$ cat src/rtl/clock24_pkg.sv
// Shared definitions for the 24-hour clock time-of-day core:
// set-mode state encoding, BCD field width/constants and BCD helpers.
package clock24_pkg;

    typedef enum logic [1:0] {
        NORMAL   = 2'd0,
        SET_HOUR = 2'd1,
        SET_MIN  = 2'd2,
        SET_SEC  = 2'd3
    } cnt24h_state_t;

    localparam int BCD_W = 8;

    localparam logic [BCD_W-1:0] BCD_59 = 8'h59;
    localparam logic [BCD_W-1:0] BCD_00 = 8'h00;

    // Convert a small integer (0..99) to packed two-digit BCD.
    function automatic logic [BCD_W-1:0] to_bcd8(input int val);
        logic [3:0] tens;
        logic [3:0] ones;
        tens = 4'(val / 10);
        ones = 4'(val % 10);
        return {tens, ones};
    endfunction

    // Digit-wise BCD increment: ones 9 -> 0 carries into tens.
    // Field wrap (59, hour max) is handled by the caller on the full value.
    function automatic logic [BCD_W-1:0] bcd_step(input logic [BCD_W-1:0] val);
        logic [BCD_W-1:0] res;
        if (val[3:0] == 4'd9) begin
            res = {val[7:4] + 4'd1, 4'd0};
        end else begin
            res = {val[7:4], val[3:0] + 4'd1};
        end
        return res;
    endfunction

endpackage

$ cat src/rtl/bcd60_cnt.sv
// Two-digit BCD modulo-60 counter used for both seconds and minutes.
// clr has priority over inc; wrap flags the 59 -> 00 transition combinationally.
module bcd60_cnt
    import clock24_pkg::*;
(
    input  logic             CLK,
    input  logic             RST,
    input  logic             inc,
    input  logic             clr,
    output logic [BCD_W-1:0] value,
    output logic             wrap
);

    logic [BCD_W-1:0] value_reg;

    // Counter register: reset/clear to 00, otherwise BCD increment with wrap at 59.
    always_ff @(posedge CLK) begin
        if (RST) begin
            value_reg <= BCD_00;
        end else if (clr) begin
            value_reg <= BCD_00;
        end else if (inc) begin
            if (value_reg == BCD_59) begin
                value_reg <= BCD_00;
            end else begin
                value_reg <= bcd_step(value_reg);
            end
        end
    end

    assign value = value_reg;
    assign wrap  = inc && (value_reg == BCD_59);

endmodule

$ cat src/rtl/cnt24h.sv
// Time-of-day core of the 24-hour clock: BCD seconds/minutes/hours advanced by
// EN1HZ, with a MODE/INC set-mode state machine (hour -> min -> sec -> normal).
// Optional feature macro: CNT24H_BLINK_EN -- when defined, BLANK blinks the
// field being edited using SIG2HZ; otherwise BLANK is tied low and SIG2HZ unused.
module cnt24h
    import clock24_pkg::*;
#(
    parameter int HOUR_MAX = 23
) (
    input  logic             CLK,
    input  logic             RST,
    input  logic             EN1HZ,
    input  logic             SIG2HZ,
    input  logic             MODE,
    input  logic             INC,
    output logic [BCD_W-1:0] SEC_BCD,
    output logic [BCD_W-1:0] MIN_BCD,
    output logic [BCD_W-1:0] HOUR_BCD,
    output logic [2:0]       BLANK,
    output logic             SETTING,
    output logic             CARRY_DAY
);

    localparam logic [BCD_W-1:0] HOUR_MAX_BCD = to_bcd8(HOUR_MAX);

    cnt24h_state_t    state_reg;
    cnt24h_state_t    state_next;
    logic             setting_comb;
    logic [2:0]       sel_mask;

    logic             sec_inc;
    logic             sec_clr;
    logic             sec_wrap;
    logic             min_inc;
    logic             min_wrap;
    logic             hour_inc;
    logic             hour_carry;
    logic [BCD_W-1:0] sec_val;
    logic [BCD_W-1:0] min_val;
    logic [BCD_W-1:0] hour_reg;
    logic             carry_day_reg;
    logic [2:0]       blank_reg;

    // State register for the set-mode sequence.
    always_ff @(posedge CLK) begin
        if (RST) begin
            state_reg <= NORMAL;
        end else begin
            state_reg <= state_next;
        end
    end

    // Next-state: each MODE pulse advances one step around the ring.
    always_comb begin
        state_next = state_reg;
        if (MODE) begin
            case (state_reg)
                NORMAL:   state_next = SET_HOUR;
                SET_HOUR: state_next = SET_MIN;
                SET_MIN:  state_next = SET_SEC;
                SET_SEC:  state_next = NORMAL;
                default:  state_next = NORMAL;
            endcase
        end
    end

    // State outputs: SETTING flag and one-hot mask of the field being edited.
    always_comb begin
        setting_comb = 1'b0;
        sel_mask     = 3'b000;
        case (state_reg)
            SET_HOUR: begin
                setting_comb = 1'b1;
                sel_mask     = 3'b100;
            end
            SET_MIN: begin
                setting_comb = 1'b1;
                sel_mask     = 3'b010;
            end
            SET_SEC: begin
                setting_comb = 1'b1;
                sel_mask     = 3'b001;
            end
            default: begin
                setting_comb = 1'b0;
                sel_mask     = 3'b000;
            end
        endcase
    end

    // Increment/clear strobes. Ticks only count in NORMAL; in set states INC
    // edits the current (pre-transition) field and never carries upward.
    assign sec_inc    = (state_reg == NORMAL) && EN1HZ;
    assign sec_clr    = (state_reg == SET_SEC) && INC;
    assign min_inc    = sec_wrap || ((state_reg == SET_MIN) && INC);
    assign hour_carry = (state_reg == NORMAL) && min_wrap;
    assign hour_inc   = hour_carry || ((state_reg == SET_HOUR) && INC);

    bcd60_cnt u_sec (
        .CLK   (CLK),
        .RST   (RST),
        .inc   (sec_inc),
        .clr   (sec_clr),
        .value (sec_val),
        .wrap  (sec_wrap)
    );

    bcd60_cnt u_min (
        .CLK   (CLK),
        .RST   (RST),
        .inc   (min_inc),
        .clr   (1'b0),
        .value (min_val),
        .wrap  (min_wrap)
    );

    // Hour counter: BCD increment, wrap from HOUR_MAX to 00 on the full value.
    always_ff @(posedge CLK) begin
        if (RST) begin
            hour_reg <= BCD_00;
        end else if (hour_inc) begin
            if (hour_reg == HOUR_MAX_BCD) begin
                hour_reg <= BCD_00;
            end else begin
                hour_reg <= bcd_step(hour_reg);
            end
        end
    end

    // Day carry: one-cycle pulse after the tick that rolls HOUR_MAX:59:59 over.
    always_ff @(posedge CLK) begin
        if (RST) begin
            carry_day_reg <= 1'b0;
        end else begin
            carry_day_reg <= hour_carry && (hour_reg == HOUR_MAX_BCD);
        end
    end

`ifdef CNT24H_BLINK_EN
    logic [2:0] blank_next;

    for (genvar gi = 0; gi < 3; gi++) begin : g_blank
        assign blank_next[gi] = sel_mask[gi] & ~SIG2HZ;
    end

    // Registered blink request for the selected field.
    always_ff @(posedge CLK) begin
        if (RST) begin
            blank_reg <= 3'b000;
        end else begin
            blank_reg <= blank_next;
        end
    end
`else
    // Blinking disabled: the field being edited is shown only via SETTING.
    logic       unused_sig2hz;
    logic [2:0] unused_sel_mask;

    assign unused_sig2hz   = SIG2HZ;
    assign unused_sel_mask = sel_mask;
    assign blank_reg       = 3'b000;
`endif

    assign SEC_BCD   = sec_val;
    assign MIN_BCD   = min_val;
    assign HOUR_BCD  = hour_reg;
    assign BLANK     = blank_reg;
    assign SETTING   = setting_comb;
    assign CARRY_DAY = carry_day_reg;

endmodule

$ cat config.mk
export PLATFORM = sky130hd
export DESIGN_NAME = cnt24h
export DESIGN_NICKNAME = d
export VERILOG_FILES = /design/src/rtl/clock24_pkg.sv /design/src/rtl/bcd60_cnt.sv /design/src/rtl/cnt24h.sv
export SDC_FILE = /design/constraint.sdc
export NUM_CORES = 1
export LEC_CHECK = 0
export ABC_AREA = 1
export BUFFER_PORTS_ARGS = -buffer_cell sky130_fd_sc_hd__buf_2
export CAP_MARGIN = 30
export CORE_MARGIN = 8
export CORE_UTILIZATION = 40
export CTS_CLUSTER_SIZE = 20
export DETAILED_ROUTE_END_ITERATION = 10
export GPL_TIMING_DRIVEN = 0
export PLACE_DENSITY_LB_ADDON = 0.2
export SLEW_MARGIN = 25
export SYNTH_ARGS = -nofsm -noshare
export SYNTH_HDL_FRONTEND = slang
export SYNTH_SLANG_ARGS = --single-unit
$ cat constraint.sdc
create_clock -name CLK -period 1.99 [get_ports CLK]
set_input_delay 0.398 -clock CLK [delete_from_list [all_inputs] [get_ports CLK]]
set_output_delay 0.398 -clock CLK [all_outputs]
set_load 0.02 [all_outputs]
==> flow_summary_export.csv, run 1 <==
group,metric,value,unit
logic_synthesis,yosys-top-cells-area,"dfxtp_1 36%, ha_1 14%, nand2_1 7.8%",
logic_synthesis,yosys_most_used_dff,"dfxtp_1",
cells_and_area,ff_latch_area,541,sq um
global_routing,grt_use_met2,15.0,%
global_routing,met3_usage,3.50,%
clocking,clkTransAtPathRegs,0.09,ns
outcome,status,"finished clean",
clocking,clock_path_buffers,2,
cells_and_area,n_fill_cell,383,
detailed_routing,post-route-drc-count,0,
worst_setup_path,worst-path-max-fanout,10,
timing,fin_skew,0.00386,ns
placement,place_ws,0.243,ns
cells_and_area,finalInstanceArea,1760,sq um
logic_synthesis,ys_types,25,
hold_path,holdPathEnd,"HOUR_BCD[7]",
timing,hold_ws,0.385,ns
pwr,power_density,569,nW/um^2
timing,worst_slack,0.238,ns
logic_synthesis,ys_warn_count,0,
detailed_routing,viasPerCell,4.54,
worst_setup_path,path_class,"flop to flop",
worst_setup_path,reg2reg_from,"state_reg[0]",
global_routing,grt.overflow.total,0,
worst_setup_path,cp.required,2.19,ns
timing,min_period,1.75,ns
worst_setup_path,cp-end-kind,"flop",
logic_synthesis,synth_cells,196,
detailed_routing,drt-total-wl,2.89,mm
global_routing,grt_max_degree,15,
logic_synthesis,synth_seq_cells,27,
clocking,cts.sink_count,27,
hold_path,hold_class,"primary input to flop",
logic_synthesis,yosysMostFrequentCell,"nand2_1",
floorplan,core_area,3630,sq um
detailed_routing,antenna_left,0,
clocking,h-tree-depth,1,
cells_and_area,antenna_cells,0,
global_routing,grt_pass1_wl,5.12,mm
placement,finalWeightedCongestion,0.732,
clocking,tritoncts,"done",
cells_and_area,fin_cells,280,
logic_synthesis,yosysSeqAreaShare,36.2,%
clocking,cts-root-buf,"clkbuf_8",
global_routing,busiest_layer,"met2",
timing,grt_setup_unrepaired,"no",
clocking,clk-insertion-delay-late,0.27,ns
cells_and_area,multi_input_area,831,sq um
logic_synthesis,ys_async_sr_fraction,0,%
floorplan,rows,22,
worst_setup_path,r2r_slack,0.24,ns
timing,finalSetupTns,0,ns
floorplan,fp.dieW,77.1,um
timing,max_freq,571,MHz
logic_synthesis,synth_edf_count,0,
floorplan,ios,35,
worst_setup_path,crit_path_start_kind,"flop",
global_routing,grtUsageTotal,10.0,%
pwr,ir_worst_vdd,0.303,mV
clocking,cts_buffers,3,
global_routing,first_global_vias,1152,
logic_synthesis,syn_area_per_cell,7.63,sq um
pwr,p_leak,0.853,nW
floorplan,die_h,77.1,um
worst_setup_path,r2r-end,"HOUR_BCD[2]",
global_routing,met1_usage,13.1,%
logic_synthesis,ys_top_cells_by_count,"31 x nand2_1, 27 x dfxtp_1, 25 x inv_1",
timing,setup_viol,0,
placement,dp_hpwl,2.28,mm
timing,finalCritPeriodShare,88.1,%
hold_path,holdPathStages,2,
detailed_routing,drt-wirelength-per-cell,10.3,um
placement,dpl-instance-area,1710,sq um
cells_and_area,drive_gt1_share,21.6,%
timing,hold_viol,0,
floorplan,die_area,5950,sq um
global_routing,antenna_found_initial,0,
detailed_routing,vias,1272,
floorplan,initial_core_util,41.2,%
cells_and_area,syn_to_final_growth,17.8,%
hold_path,hp-start,"RST",
worst_setup_path,arrival,1.95,ns
placement,place_inst,276,
detailed_routing,drt-pass1-iter-count,4,
timing,slew_violations,0,
logic_synthesis,yosysTopAreaCell,"dfxtp_1",
worst_setup_path,ff2ff_path_depth,12,
logic_synthesis,netlist.area_leader.share,36.2,%
placement,io_buffers,30,
logic_synthesis,synth.cell_area,1500,sq um
cells_and_area,final_nets,256,
flow_run,max_cap_violations,0,
detailed_routing,drtIter0Drc,47,
-- layout make-up --
| cell class | count | area share (%) |
|---|---|---|
| Inverter | 27 | 5.75 |
| Buffer | 4 | 1.92 |
| Multi-Input combinational cell | 140 | 47.2 |
| Timing Repair Buffer | 30 | 8.52 |
| Tap cell | 48 | 3.41 |
| Sequential cell | 27 | 30.7 |
| Clock buffer | 4 | 2.56 |
-- layer usage --
metal  vias up  part of all wire (%)
li1        693                     -
met1       543                    52
met2        32                    41
met3         4                   6.7
met4         0                  0.93
met5         -                     0
-- cell usage in the layout, fill, tap and decap left out, types with 4 or more instances in the layout --
master    count
a211oi_1      4
a21oi_1      11
buf_2        30
dfxtp_1      27
ha_1         17
inv_1        25
nand2_1      31
nand3_1      13
nor2_1       22
nor3_1        6
o21ai_0       9
xor2_1        5
-- stage by stage --
| stage | power, mW | utilization, % |
|---|---|---|
| 2_1_floorplan | 0.673 | - |
| 6_report | 1.00 | 48.5 |
| 4_1_cts | 1.02 | 48.4 |
| 5_1_grt | 1.06 | 48.5 |
| 3_5_place_dp | 0.711 | 47.1 |
| 3_3_place_gp | 0.710 | 47.1 |
-- cell families after synthesis --
logic type / Yosys count / synth area share (%)
adder cells (fa/ha/maj): 17 / 14.2
buffers and inverters: 31 / 9.04
AND/OR/NAND/NOR: 87 / 26.9
AO/OA/AOI/OAI: 26 / 9.37
flip-flops: 27 / 36.2
other: 1 / 0.251
XOR/XNOR: 7 / 4.10
-- worst max-delay path, cell delays in order (launching register included) --
cell and delay, ns:
dfxtp_1 0.38, inv_1 0.11, ha_1 0.24, nand2_1 0.11, inv_2 0.08, nand3_2 0.11, nand2_4 0.10, nand2_2 0.09
nand2_2 0.06, buf_6 0.13, inv_1 0.06, nand2_1 0.06, a21oi_1 0.16
-- worst max path at each step --
stage	start	endpoint	slack [ns]	depth (start not counted)
after CTS	state_reg[0]	u_min.value[7]	0.22	9
final	state_reg[0]	HOUR_BCD[2]	0.24	12
after global routing	state_reg[0]	HOUR_BCD[1]	0.03	12
after floorplan	u_sec.value[0]	HOUR_BCD[3]	0.37	11
after global placement	state_reg[0]	u_min.value[7]	0.24	9
after detailed placement	state_reg[0]	u_min.value[7]	0.24	9
-- power breakdown --
| part | total, mW | internal (mW) | switching (mW) |
|---|---|---|---|
| Sequential | 0.572 | 0.554 | 0.0173 |
| Clock | 0.304 | 0.143 | 0.161 |
| Combinational | 0.126 | 0.0454 | 0.0805 |
-- timing repair --
action	CTS	global route
hold buffers	0	0
endpoints found under the setup margin	0	2
hold endpoints to repair	0	0
buffers inserted	0	0
gates resized for setup	0	1
Power figures use the tool's default switching activity.
==> run 2: changes to the inputs <==
--- a/config.mk
+++ b/config.mk
@@ -5,7 +5,6 @@
 export SDC_FILE = /design/constraint.sdc
 export NUM_CORES = 1
 export LEC_CHECK = 0
-export ABC_AREA = 1
 export BUFFER_PORTS_ARGS = -buffer_cell sky130_fd_sc_hd__buf_2
 export CAP_MARGIN = 30
 export CORE_MARGIN = 8
==> flow_summary_export.csv, run 2 <==
group,metric,value,unit
outcome,status,"finished clean",
floorplan,initial_core_util,40.8,%
placement,io_buffers,30,
floorplan,rows,23,
cells_and_area,ff_latch_area,541,sq um
floorplan,fp.dieW,79.4,um
detailed_routing,post-route-drc-count,0,
pwr,ir_worst_vdd,0.242,mV
clocking,clock_path_buffers,2,
timing,grt_setup_unrepaired,"no",
timing,worst_pin_slew,0.534,ns
logic_synthesis,yosysMostFrequentCell,"dfxtp_1",
clocking,tritoncts,"done",
cells_and_area,final_cell_mix,"31 x buf_2, 27 x dfxtp_1, 16 x nor2_1, 16 x ha_1, 14 x nand2_1",
clocking,cts_buffers,3,
logic_synthesis,yosys-top-cells-area,"dfxtp_1 34%, ha_1 13%, nor2_1 3.7%",
timing,max_slew_margin,63.9,%
placement,dp_hpwl,2.79,mm
logic_synthesis,synth_cells,189,
cells_and_area,layout_commonest_cell,"buf_2",
detailed_routing,viasPerCell,5.15,
worst_setup_path,cpPeakStageDelay,0.35,ns
detailed_routing,antenna_left,0,
timing,max_freq,540,MHz
logic_synthesis,synth_edf_count,0,
detailed_routing,drt-total-wl,3.74,mm
worst_setup_path,critPathSlowestCell,"dfxtp_1",
cells_and_area,fin_cells,275,
clocking,h-tree-depth,1,
timing,hold_viol,0,
global_routing,first_global_vias,1289,
timing,fin_skew,0.00242,ns
pwr,power_density,543,nW/um^2
worst_setup_path,worst-path-max-fanout,10,
clocking,cts-hold-fix-buffers,0,
cells_and_area,final_nets,249,
timing,finalCritPeriodShare,93.0,%
logic_synthesis,netlist.area_leader.share,33.6,%
clocking,clk-insertion-delay-late,0.27,ns
global_routing,grtUsageTotal,11.8,%
logic_synthesis,ys_async_sr_fraction,0,%
logic_synthesis,syn_area_per_cell,8.51,sq um
cells_and_area,drive_gt1_share,18.7,%
floorplan,core_area,3940,sq um
flow_run,max_cap_violations,0,
logic_synthesis,ys_types,40,
global_routing,grt_pass1_wl,6.22,mm
logic_synthesis,yosysTopAreaCell,"dfxtp_1",
global_routing,grt_max_degree,15,
placement,place_inst,271,
clocking,cts.sink_count,27,
cells_and_area,syn_to_final_growth,17.4,%
placement,finalWeightedCongestion,0.762,
detailed_routing,drt-pass1-iter-count,4,
logic_synthesis,yosys_most_used_dff,"dfxtp_1",
detailed_routing,drtIter0Drc,41,
logic_synthesis,yosysSeqAreaShare,33.6,%
worst_setup_path,path_cells,"inv_1 -> ha_2 -> and4b_2 -> a21oi_4 -> buf_2 -> o311ai_1 -> o31ai_1",
clocking,post-cts-setup-buffers,0,
worst_setup_path,crit_path_start_kind,"flop",
floorplan,ios,35,
timing,finalSetupTns,0,ns
global_routing,grt.overflow.total,0,
clocking,clkTransAtPathRegs,0.09,ns
hold_path,hold_class,"primary input to flop",
cells_and_area,antenna_cells,0,
cells_and_area,multi_input_area,998,sq um
clocking,cts-root-buf,"clkbuf_8",
timing,slew_violations,0,
worst_setup_path,cp.required,2.15,ns
timing,setup_viol,0,
logic_synthesis,synth_seq_cells,27,
worst_setup_path,arrival,2.01,ns
logic_synthesis,ys_top_cells_by_count,"27 x dfxtp_1, 17 x ha_1, 16 x nor2_1",
logic_synthesis,synth.cell_area,1610,sq um
floorplan,die_h,79.4,um
detailed_routing,vias,1417,
worst_setup_path,cp-end-kind,"flop",
global_routing,antenna_found_initial,0,
detailed_routing,drt-wirelength-per-cell,13.6,um
cells_and_area,fin_util,47.9,%
logic_synthesis,ys_warn_count,0,
worst_setup_path,path_class,"flop to flop",
floorplan,die_area,6300,sq um
timing,min_period,1.85,ns
cells_and_area,n_fill_cell,415,
pwr,p_leak,0.814,nW
[run 2: changes by cell type in the layout (fill, tap and decap cells not counted), sizes merged, moves of 5 or more]
| cell | change |
|---|---|
| and2 | +5 |
| clkbuf | +5 |
| inv | -15 |
| nand2 | -22 |
| nand3 | -5 |
| nor2 | -8 |
[run 2: power by group]
part,total [mW],switching (mW),internal [mW]
Clock,0.316,0.172,0.144
Sequential,0.569,0.0161,0.553
Combinational,0.140,0.0888,0.0511
Total,1.02,0.277,0.747
[run 2: timing repair]
action,CTS,global route
pin swaps,0,1
endpoints found under the setup margin,1,14
gates resized for setup,2,3
[run 2: cells by family after synthesis]
logic type / share of synthesized area (%)
flops: 33.6
buf+inv: 5.68
xor+xnor: 3.27
simple gates: 26.8
fa+ha+maj: 13.2
compound gates: 15.3
other cells: 0.233
mux: 1.87
[run 2: path summary, 6_finish.rpt]
| path | from | end | slack, ns | depth (start not counted) |
|---|---|---|---|---|
| worst min register to register | u_min.value[1] | u_min.value[1] | 0.52 | 2 |
| worst max register to register | state_reg[0] | u_min.value[7] | 0.14 | 7 |
| worst max-delay path | state_reg[0] | u_min.value[7] | 0.14 | 7 |
| worst min-delay path | MODE | state_reg[0] | 0.34 | 2 |
[run 2: critical path, delay by kind of cell, from the launching register on]
kind / cells / cell delay (ns)
AO/OA/AOI/OAI: 3 / 0.51
flip-flops: 1 / 0.35
AND/OR/NAND/NOR: 1 / 0.31
adder cells (fa/ha/maj): 1 / 0.25
buffers and inverters: 2 / 0.31
[run 2: stage by stage]
stage	total power, mW	hold slack [ns]	setup slack, ns	area [sq um]
after floorplan	0.677	0.494	0.263	1620
after global placement	0.719	0.498	0.0405	1830
after detailed placement	0.719	0.506	0.00449	1830
after CTS	1.04	0.337	0.0231	1880
after global routing	1.09	0.336	0.00970	1890
final	1.02	0.339	0.139	1890
[run 2: per-layer routing]
metal / wire length, um / vias up / GRT usage, %
met5: 0 / - / 0
met4: 38 / 0 / 3.33
li1: - / 749 / -
met2: 1560 / 30 / 17.3
met1: 1980 / 633 / 16.6
met3: 160 / 5 / 2.70
[run 2: final cells by class]
type,count,share of cell area (%)
plain buffers,9,2.45
inverters,12,2.39
clock buffers,4,2.39
repair buffers,30,7.95
well taps,50,3.31
multi-input cells,143,52.9
flip-flops and latches,27,28.6
